`src/rtl/leitor_7_segmentos.sv`:
```
`default_nettype none
// ============================================================================
//  Module   : leitor_7_segmentos
//  Purpose  : Recovers a 4-bit digit from a 7-segment pattern, with a
//             stability filter and a valid/ready output handshake.
//             Optional macro HEX_EN adds the A..F patterns (10..15).
//  Revision : 1.0 - initial release
// ============================================================================
module leitor_7_segmentos #(
    parameter int STABLE_CYCLES   = 4,
    parameter bit SEG_ATIVO_BAIXO = 1'b0
) (
    input  logic       clk,
    input  logic       rst_n,
    input  logic [0:6] segmentos,
    output logic [3:0] bin,
    output logic       valido,
    input  logic       pronto,
    output logic       erro,
    output logic       overrun,
    output logic [7:0] contador
);

    localparam int CNT_W = (STABLE_CYCLES < 2) ? 1 : $clog2(STABLE_CYCLES + 1);
    localparam logic [CNT_W-1:0] c_alvo   = CNT_W'(STABLE_CYCLES);
    localparam logic [CNT_W-1:0] c_um     = CNT_W'(1);
    localparam logic [0:6]       c_branco = 7'b0000000;

    typedef enum logic [0:0] {
        FILTRANDO = 1'b0,
        TRAVADO   = 1'b1
    } estado_t;

    estado_t          estado_q, estado_d;
    logic [0:6]       amostra_q, amostra_d;
    logic [CNT_W-1:0] cnt_q, cnt_d;
    logic [3:0]       bin_q, bin_d;
    logic             valido_q, valido_d;
    logic             erro_q, erro_d;
    logic             overrun_q, overrun_d;
    logic [7:0]       contador_q, contador_d;

    logic [0:6]       w_seg;
    logic             w_branco;
    logic             w_dig_ok;
    logic [3:0]       w_dig_val;
    logic             w_mudou;
    logic             w_aceita;

    // Normalise polarity so every comparison below is active-high.
    assign w_seg    = SEG_ATIVO_BAIXO ? ~segmentos : segmentos;
    assign w_branco = (w_seg == c_branco);

    always_comb begin
        w_dig_ok  = 1'b1;
        w_dig_val = 4'd0;
        case (w_seg)
            7'b1111110: w_dig_val = 4'd0;
            7'b0110000: w_dig_val = 4'd1;
            7'b1101101: w_dig_val = 4'd2;
            7'b1111001: w_dig_val = 4'd3;
            7'b0110011: w_dig_val = 4'd4;
            7'b1011011: w_dig_val = 4'd5;
            7'b1011111: w_dig_val = 4'd6;
            7'b1110000: w_dig_val = 4'd7;
            7'b1111111: w_dig_val = 4'd8;
            7'b1111011: w_dig_val = 4'd9;
`ifdef HEX_EN
            7'b1110111: w_dig_val = 4'd10;
            7'b0011111: w_dig_val = 4'd11;
            7'b1001110: w_dig_val = 4'd12;
            7'b0111101: w_dig_val = 4'd13;
            7'b1001111: w_dig_val = 4'd14;
            7'b1000111: w_dig_val = 4'd15;
`endif
            default:    w_dig_ok  = 1'b0;
        endcase
    end

    always_comb begin
        estado_d   = estado_q;
        amostra_d  = amostra_q;
        cnt_d      = cnt_q;
        bin_d      = bin_q;
        valido_d   = valido_q & ~pronto;
        erro_d     = erro_q;
        overrun_d  = overrun_q;
        contador_d = contador_q;
        w_mudou    = (w_seg != amostra_q);
        w_aceita   = 1'b0;

        // A change always restarts the run. With a one-cycle filter the
        // loading edge is also the accepting edge, from either state.
        if (w_mudou) begin
            amostra_d = w_seg;
            cnt_d     = c_um;
            estado_d  = FILTRANDO;
            w_aceita  = (c_alvo == c_um);
        end else if (estado_q == FILTRANDO) begin
            cnt_d    = cnt_q + c_um;
            w_aceita = ((cnt_q + c_um) == c_alvo);
        end

        if (w_aceita) begin
            estado_d = TRAVADO;
            if (!w_branco) begin
                if (w_dig_ok) begin
                    bin_d      = w_dig_val;
                    valido_d   = 1'b1;
                    erro_d     = 1'b0;
                    contador_d = contador_q + 8'd1;
                    if (valido_q && !pronto) begin
                        overrun_d = 1'b1;
                    end
                end else begin
                    erro_d = 1'b1;
                end
            end
        end
    end

    always_ff @(posedge clk or negedge rst_n) begin
        if (!rst_n) begin
            estado_q   <= FILTRANDO;
            amostra_q  <= c_branco;
            cnt_q      <= '0;
            bin_q      <= 4'd0;
            valido_q   <= 1'b0;
            erro_q     <= 1'b0;
            overrun_q  <= 1'b0;
            contador_q <= 8'd0;
        end else begin
            estado_q   <= estado_d;
            amostra_q  <= amostra_d;
            cnt_q      <= cnt_d;
            bin_q      <= bin_d;
            valido_q   <= valido_d;
            erro_q     <= erro_d;
            overrun_q  <= overrun_d;
            contador_q <= contador_d;
        end
    end

    assign bin      = bin_q;
    assign valido   = valido_q;
    assign erro     = erro_q;
    assign overrun  = overrun_q;
    assign contador = contador_q;

endmodule
`default_nettype wire

```
`config.mk`:
```
export PLATFORM = sky130hd
export DESIGN_NAME = leitor_7_segmentos
export DESIGN_NICKNAME = d
export VERILOG_FILES = /design/src/rtl/leitor_7_segmentos.sv
export SDC_FILE = /design/constraint.sdc
export NUM_CORES = 1
export LEC_CHECK = 0
export BUFFER_PORTS_ARGS = -buffer_cell sky130_fd_sc_hd__buf_2
export CAP_MARGIN = 20
export CORE_ASPECT_RATIO = 0.7
export CORE_UTILIZATION = 26
export DETAILED_ROUTE_END_ITERATION = 8
export PLACE_DENSITY = 0.46
export SYNTH_ARGS = -nofsm -noshare
export SYNTH_HDL_FRONTEND = slang
export SYNTH_SLANG_ARGS = --single-unit
```
`constraint.sdc`:
```
create_clock -name clk -period 1.8 [get_ports clk]
set_input_delay 0.09 -clock clk [delete_from_list [all_inputs] [get_ports clk]]
set_output_delay 0.09 -clock clk [all_outputs]
set_load 0.01 [all_outputs]
```
Word-level counts from Yosys, hierarchy flattened

Cells that the tools add are included.

Input bits: 10
Flip-flop bits (word level): 26
Output and inout bits: 15
Word-level logic and storage cells: 46

Bitwise operators: 3
Eq/ne operators: 13
Multiplexer cells: 12
$add $sub $neg: 2
Reduce and logical (&&, ||, !) cells: 8

Operators with widths:

| kind                                                                    | number |
|---|---|
| 7-bit == test, second input constant                                    | 8 |
| 4-bit case mux with 9 select lines                                      | 1 |
| 7-bit by 6-bit == test with 1-bit output, second input constant         | 2 |
| 10-bit OR reduction                                                     | 1 |
| 1-bit two-way mux                                                       | 9 |
| 8-bit by 1-bit adder with 8-bit output, second input constant           | 1 |
| 7-bit zero test                                                         | 1 |
| 7-bit inequality test                                                   | 1 |
| 3-bit two-way mux                                                       | 2 |
| 4-bit AND reduction                                                     | 1 |
| 3-bit by 1-bit adder with 3-bit output, second input constant           | 1 |
| 3-bit == test, second input constant                                    | 1 |
| 3-bit AND reduction                                                     | 1 |
| 2-bit by 1-bit inequality test with 1-bit output, second input constant | 1 |
| 1-bit NOT                                                               | 2 |
| 2-bit AND reduction                                                     | 1 |
| 2-bit nonzero test                                                      | 1 |
| 1-bit AND                                                               | 1 |
| 1-bit logical AND                                                       | 1 |
| 1-bit zero test                                                         | 1 |

Longest topological paths before layout

Depth after elaboration: 6
Mapped depth: 7
Mapped depth without buffers: 5

Worst setup path before layout

Ideal clock, no wire load.

Kind: register to register
From: reg amostra_q[2] (netlist bit)
To: reg bin_q[2] (netlist: bin[2])
Library setup time: 122 ps
Data required time: 1678 ps
Period minus slack after synthesis: 1666 ps
Arrival: 1544 ps
Cell stages (with the launch flop): 6
Setup slack: 134 ps
Path buffers: 0
Cell sequence: dfrtp_1 > xor2_1 > nor4_4 > nand2_2 > or3_4 > a32o_1

Word-level cells in the longest chain between the ends: 3

RTL lines:

| item                                 | RTL line | text |
|---|---|---|
| start: declaration                   | 35       | `logic [0:6] amostra_q, amostra_d;` |
| start signal: assignment             | 125      | `amostra_q <= c_branco;` |
| start signal: assignment             | 134      | `amostra_q <= amostra_d;` |
| 7-bit inequality test                | 89       | `w_mudou = (w_seg != amostra_q);` |
| 1-bit two-way mux                    | 94       | `if (w_mudou) begin` |
| 3-bit AND reduction (no source line) | -        |  |
| end signal: assignment               | 136      | `bin_q <= bin_d;` |
| end: declaration                     | 37       | `logic [3:0] bin_q, bin_d;` |

No other way between the ends.
A chain may end at the register's enable or synchronous reset.

Worst setup path in the final report

From: reg amostra_q[6] (netlist bit)
To: reg bin_q[0] (netlist: bin[0])

Same word-level chain as after synthesis.

==> results by group <==
Final layout
  – Layout area overhead: 25.1%
  – Commonest non-fill, non-tap cells in the layout: 26 x dfrtp_1, 24 x buf_2, 14 x buf_4
  – Ratio of cells with drive above 1 in the final layout: around 40%
  – Most common cell after layout, fill and taps aside: dfrtp_1
  – Layout Nets: about 170
  – Antenna Cells: 0
  – Util after Layout: around 34%
  – Non-filler instance count after layout: 229

Pwr
  – Total chip power: 0.00119 W
  – Switching share of power: between 20 and 25%
  – Pint: 0.000937 W
  – Clock power frac: between 40% and 50%
  – Reg power frac: 50.0%
  – Sw power: about 0.00026 W
  – Peak supply drop: 447 µV
  – Pleak: around 0.9 nW
  – Combinational Power Share: around 10%
  – Power per cell area: roughly 660 mW/mm²

Min path
  – Hold Path Depth: 1
  – Hold Startpoint: segmentos[6]
  – Hold endpoint: amostra_q[6]$_DFFE_PN0P_
  – Worst Hold Class: input port to flip-flop

Critical path
  – Startpoint types: flip-flop
  – Slowest-stage cell, CP: dfrtp_1
  – CP bufs+invs: 0
  – Crit path max-delay family: simple AND/OR/NAND/NOR gates
  – Critical-path cell list: xor2_1 > nor4_4 > nand2_2 > nor3_4 > mux2_1
  – Req. time, crit path: 1.96 ns
  – Crit. End Element: flip-flop
  – WS Path Type: flip-flop to flip-flop
  – Setup slack, reg-to-reg: -0.03 ns
  – CP Data Arrival Time: 1.98 ns
  – Worst-path maximum fanout: 6
  – Worst r2r src: amostra_q[6]$_DFFE_PN0P_
  – Reg2reg path depth: 5
  – Worst R2R End: bin[0]$_DFFE_PN0P_
  – Crit path largest cell delay: 0.38 ns

Clocking
  – CTS tree: built
  – H-Tree Depth: 1
  – Worst-path clk slew: 0.09 ns
  – Clk Latency, worst-skew pair: between 0.2 and 0.3 ns
  – CTS max path bufs: 2
  – Clock sink count: 26
  – Root Driver: clkbuf_8
  – CTS Buf Count: 3

Route
  – Post-DRT Antenna Nets: 0
  – 1st-pass router iterations: 4
  – Post-route DRC: 0
  – First-iteration detailed-routing DRC count: 47
  – DR vias: about 1000
  – Vias per cell: 4.53
  – Final WL: 2960 µm
  – Wirelength per Cell: 12.9 µm

Logic synthesis
  – Synth cell types: 47
  – Top post-synthesis cells by area: dfrtp_1 45%, xor2_1 7.9%, nor4_2 3.5%
  – Syn Inst Count: between 100 and 150
  – Post-Syn Area: 0.00145 mm²
  – Area leader, netlist: dfrtp_1
  – Avg Cell Area, Syn: 11.5 µm²
  – Post-Syn Nets: 139
  – Warnings, synthesis: 0
  – Top cell type's share of synthesized area: 44.9%
  – Post-synth ARST share: between 90% and 100%
  – Post-synthesis sequential element count: 26
  – EDFF count, synth: 0
  – Most used DFF post-synth: dfrtp_1
  – Seq/Total Area, Yosys: 44.9%

Global routing
  – Largest net degree at the start of global routing: 27
  – Grt total ovfl: 0
  – Gr usage total: 10.9%
  – First-pass GRT wire length: about 5000 µm
  – Vias in the first global route: 1017
  – Initial antenna violation count: 0

STA
  – Slew at the pin closest to its max-slew limit: 0.587 ns
  – Worst Skew: around 0.0064 ns
  – Worst Setup Slack, final: -0.0274 ns
  – Fmax: 547 MHz
  – Setup Viol. Count Final: 5
  – Final hold slack: ~0.027 ns
  – Period utilization: 102%
  – RSZ-0062 raised after global routing: yes
  – Max-slew violation count: 0
  – Slew HR: 60.9%
  – Min Tclk post-route: ~1.8 ns
  – Fin. Hold Viols: 0

Die
  – # IOs: 25
  – Die W: 91.2 µm
  – CORE AREA: around 0.0053 mm²
  – Die Height: 64.4 µm
  – Starting utilization of the core area: a little over a quarter
  – Std cell rows: 22
  – Die Area: 0.00588 mm²

Place
  – RD Place Congestion: 0.796
  – Port-buffer cells: 24
  – DPL Wire Length: 2210 µm
  – Place WS: -0.0467 ns
  – Placed cell count: 219

Outcome
  – Failing checks: negative setup slack
  – Outcome: finished, violations left

Run
  – Max-cap violation count: 0
flip-flops by register name, indices dropped and copies added (netlist names):
name and flops:
valido 1, contador 8, amostra_q 7, bin 4, cnt_q 3, overrun 1
estado_q 1, erro 1
how the worst max path moves through the flow:
stage                        startpoint                      end  slack [ns]  cells after the start
2_1_floorplan  amostra_q[2]$_DFFE_PN0P_       bin[2]$_DFFE_PN0P_        0.13                      5
3_3_place_gp   amostra_q[2]$_DFFE_PN0P_  contador[3]$_DFFE_PN0P_      -0.009                      6
3_5_place_dp   amostra_q[2]$_DFFE_PN0P_  contador[3]$_DFFE_PN0P_       -0.05                      6
4_1_cts        amostra_q[2]$_DFFE_PN0P_  contador[3]$_DFFE_PN0P_       0.006                      6
5_1_grt        amostra_q[6]$_DFFE_PN0P_       bin[0]$_DFFE_PN0P_       -0.10                      5
6_report       amostra_q[6]$_DFFE_PN0P_       bin[0]$_DFFE_PN0P_       -0.03                      5
logic make-up (layout without fill, tap and decap cells):
logic type / after synthesis / after routing / synth area share [%]
simple gates: 46 / 46 / 24.9
flops: 26 / 26 / 44.9
buf+inv: 17 / 48 / 7.09
xor+xnor: 15 / 15 / 9.59
compound gates: 14 / 14 / 7.09
mux: 5 / 5 / 3.80
fa+ha+maj: 3 / 3 / 2.59
through the flow:
stage / area [µm²] / TNS, ns
3_5_place_dp: 1650 / -0.122
4_1_cts: 1780 / 0
6_report: 1810 / -0.0679
3_3_place_gp: 1650 / -0.0113
5_1_grt: 1810 / -0.815
2_1_floorplan: 1450 / 0
final cells by class:
class | instances | area [µm²]
Inverter | 3 | 11.3
Tap cell | 72 | 90.1
Clock buffer | 3 | 41.3
Sequential cell | 26 | 651
Timing Repair Buffer | 41 | 256
Multi-Input combinational cell | 83 | 731
Fill cell | 531 | 3500
Clock inverter | 1 | 30.0
cells in the mapped netlist, types with 2 or more instances:
| cell type | number |
|---|---|
| dfrtp_1 | 26 |
| a21oi_1 | 4 |
| xor2_1 | 13 |
| nor4_2 | 4 |
| ha_1 | 3 |
| nand2b_1 | 2 |
| and3_1 | 3 |
| or3_2 | 2 |
| inv_1 | 3 |
| buf_4 | 2 |
| buf_6 | 3 |
| nand4_1 | 2 |
| nor4b_2 | 2 |
| clkbuf_1 | 6 |
| buf_2 | 2 |
| mux2_1 | 3 |
| nor2_1 | 9 |
| a21o_1 | 2 |
| nand3_1 | 7 |
metal layers:
layer	vias to the layer above	track usage, %	routed length, µm
met4	0	1.19	12
met5	-	0	0
met3	2	3.05	129
met1	510	15.1	1480
met2	21	17.5	1330
li1	504	-	-
what timing repair did:
action                                  4_1_cts  5_1_grt
setup buffers                                 2        2
hold buffers                                  1        1
pin swaps                                     3        4
gates resized for setup                       4        2
endpoints found under the setup margin       10       12
endpoints found under the hold margin        26        1
power by group through the flow:
stage	combinational, W	sequential, W	clock (W)
3_3_place_gp	0.000108	0.000608	0
4_1_cts	0.000115	0.000597	0.000495
3_5_place_dp	0.000111	0.000608	0
6_report	0.000118	0.000596	0.000479
2_1_floorplan	0.0000736	0.000608	0
5_1_grt	0.000130	0.000598	0.000519
(Power assumes the default switching activity.)
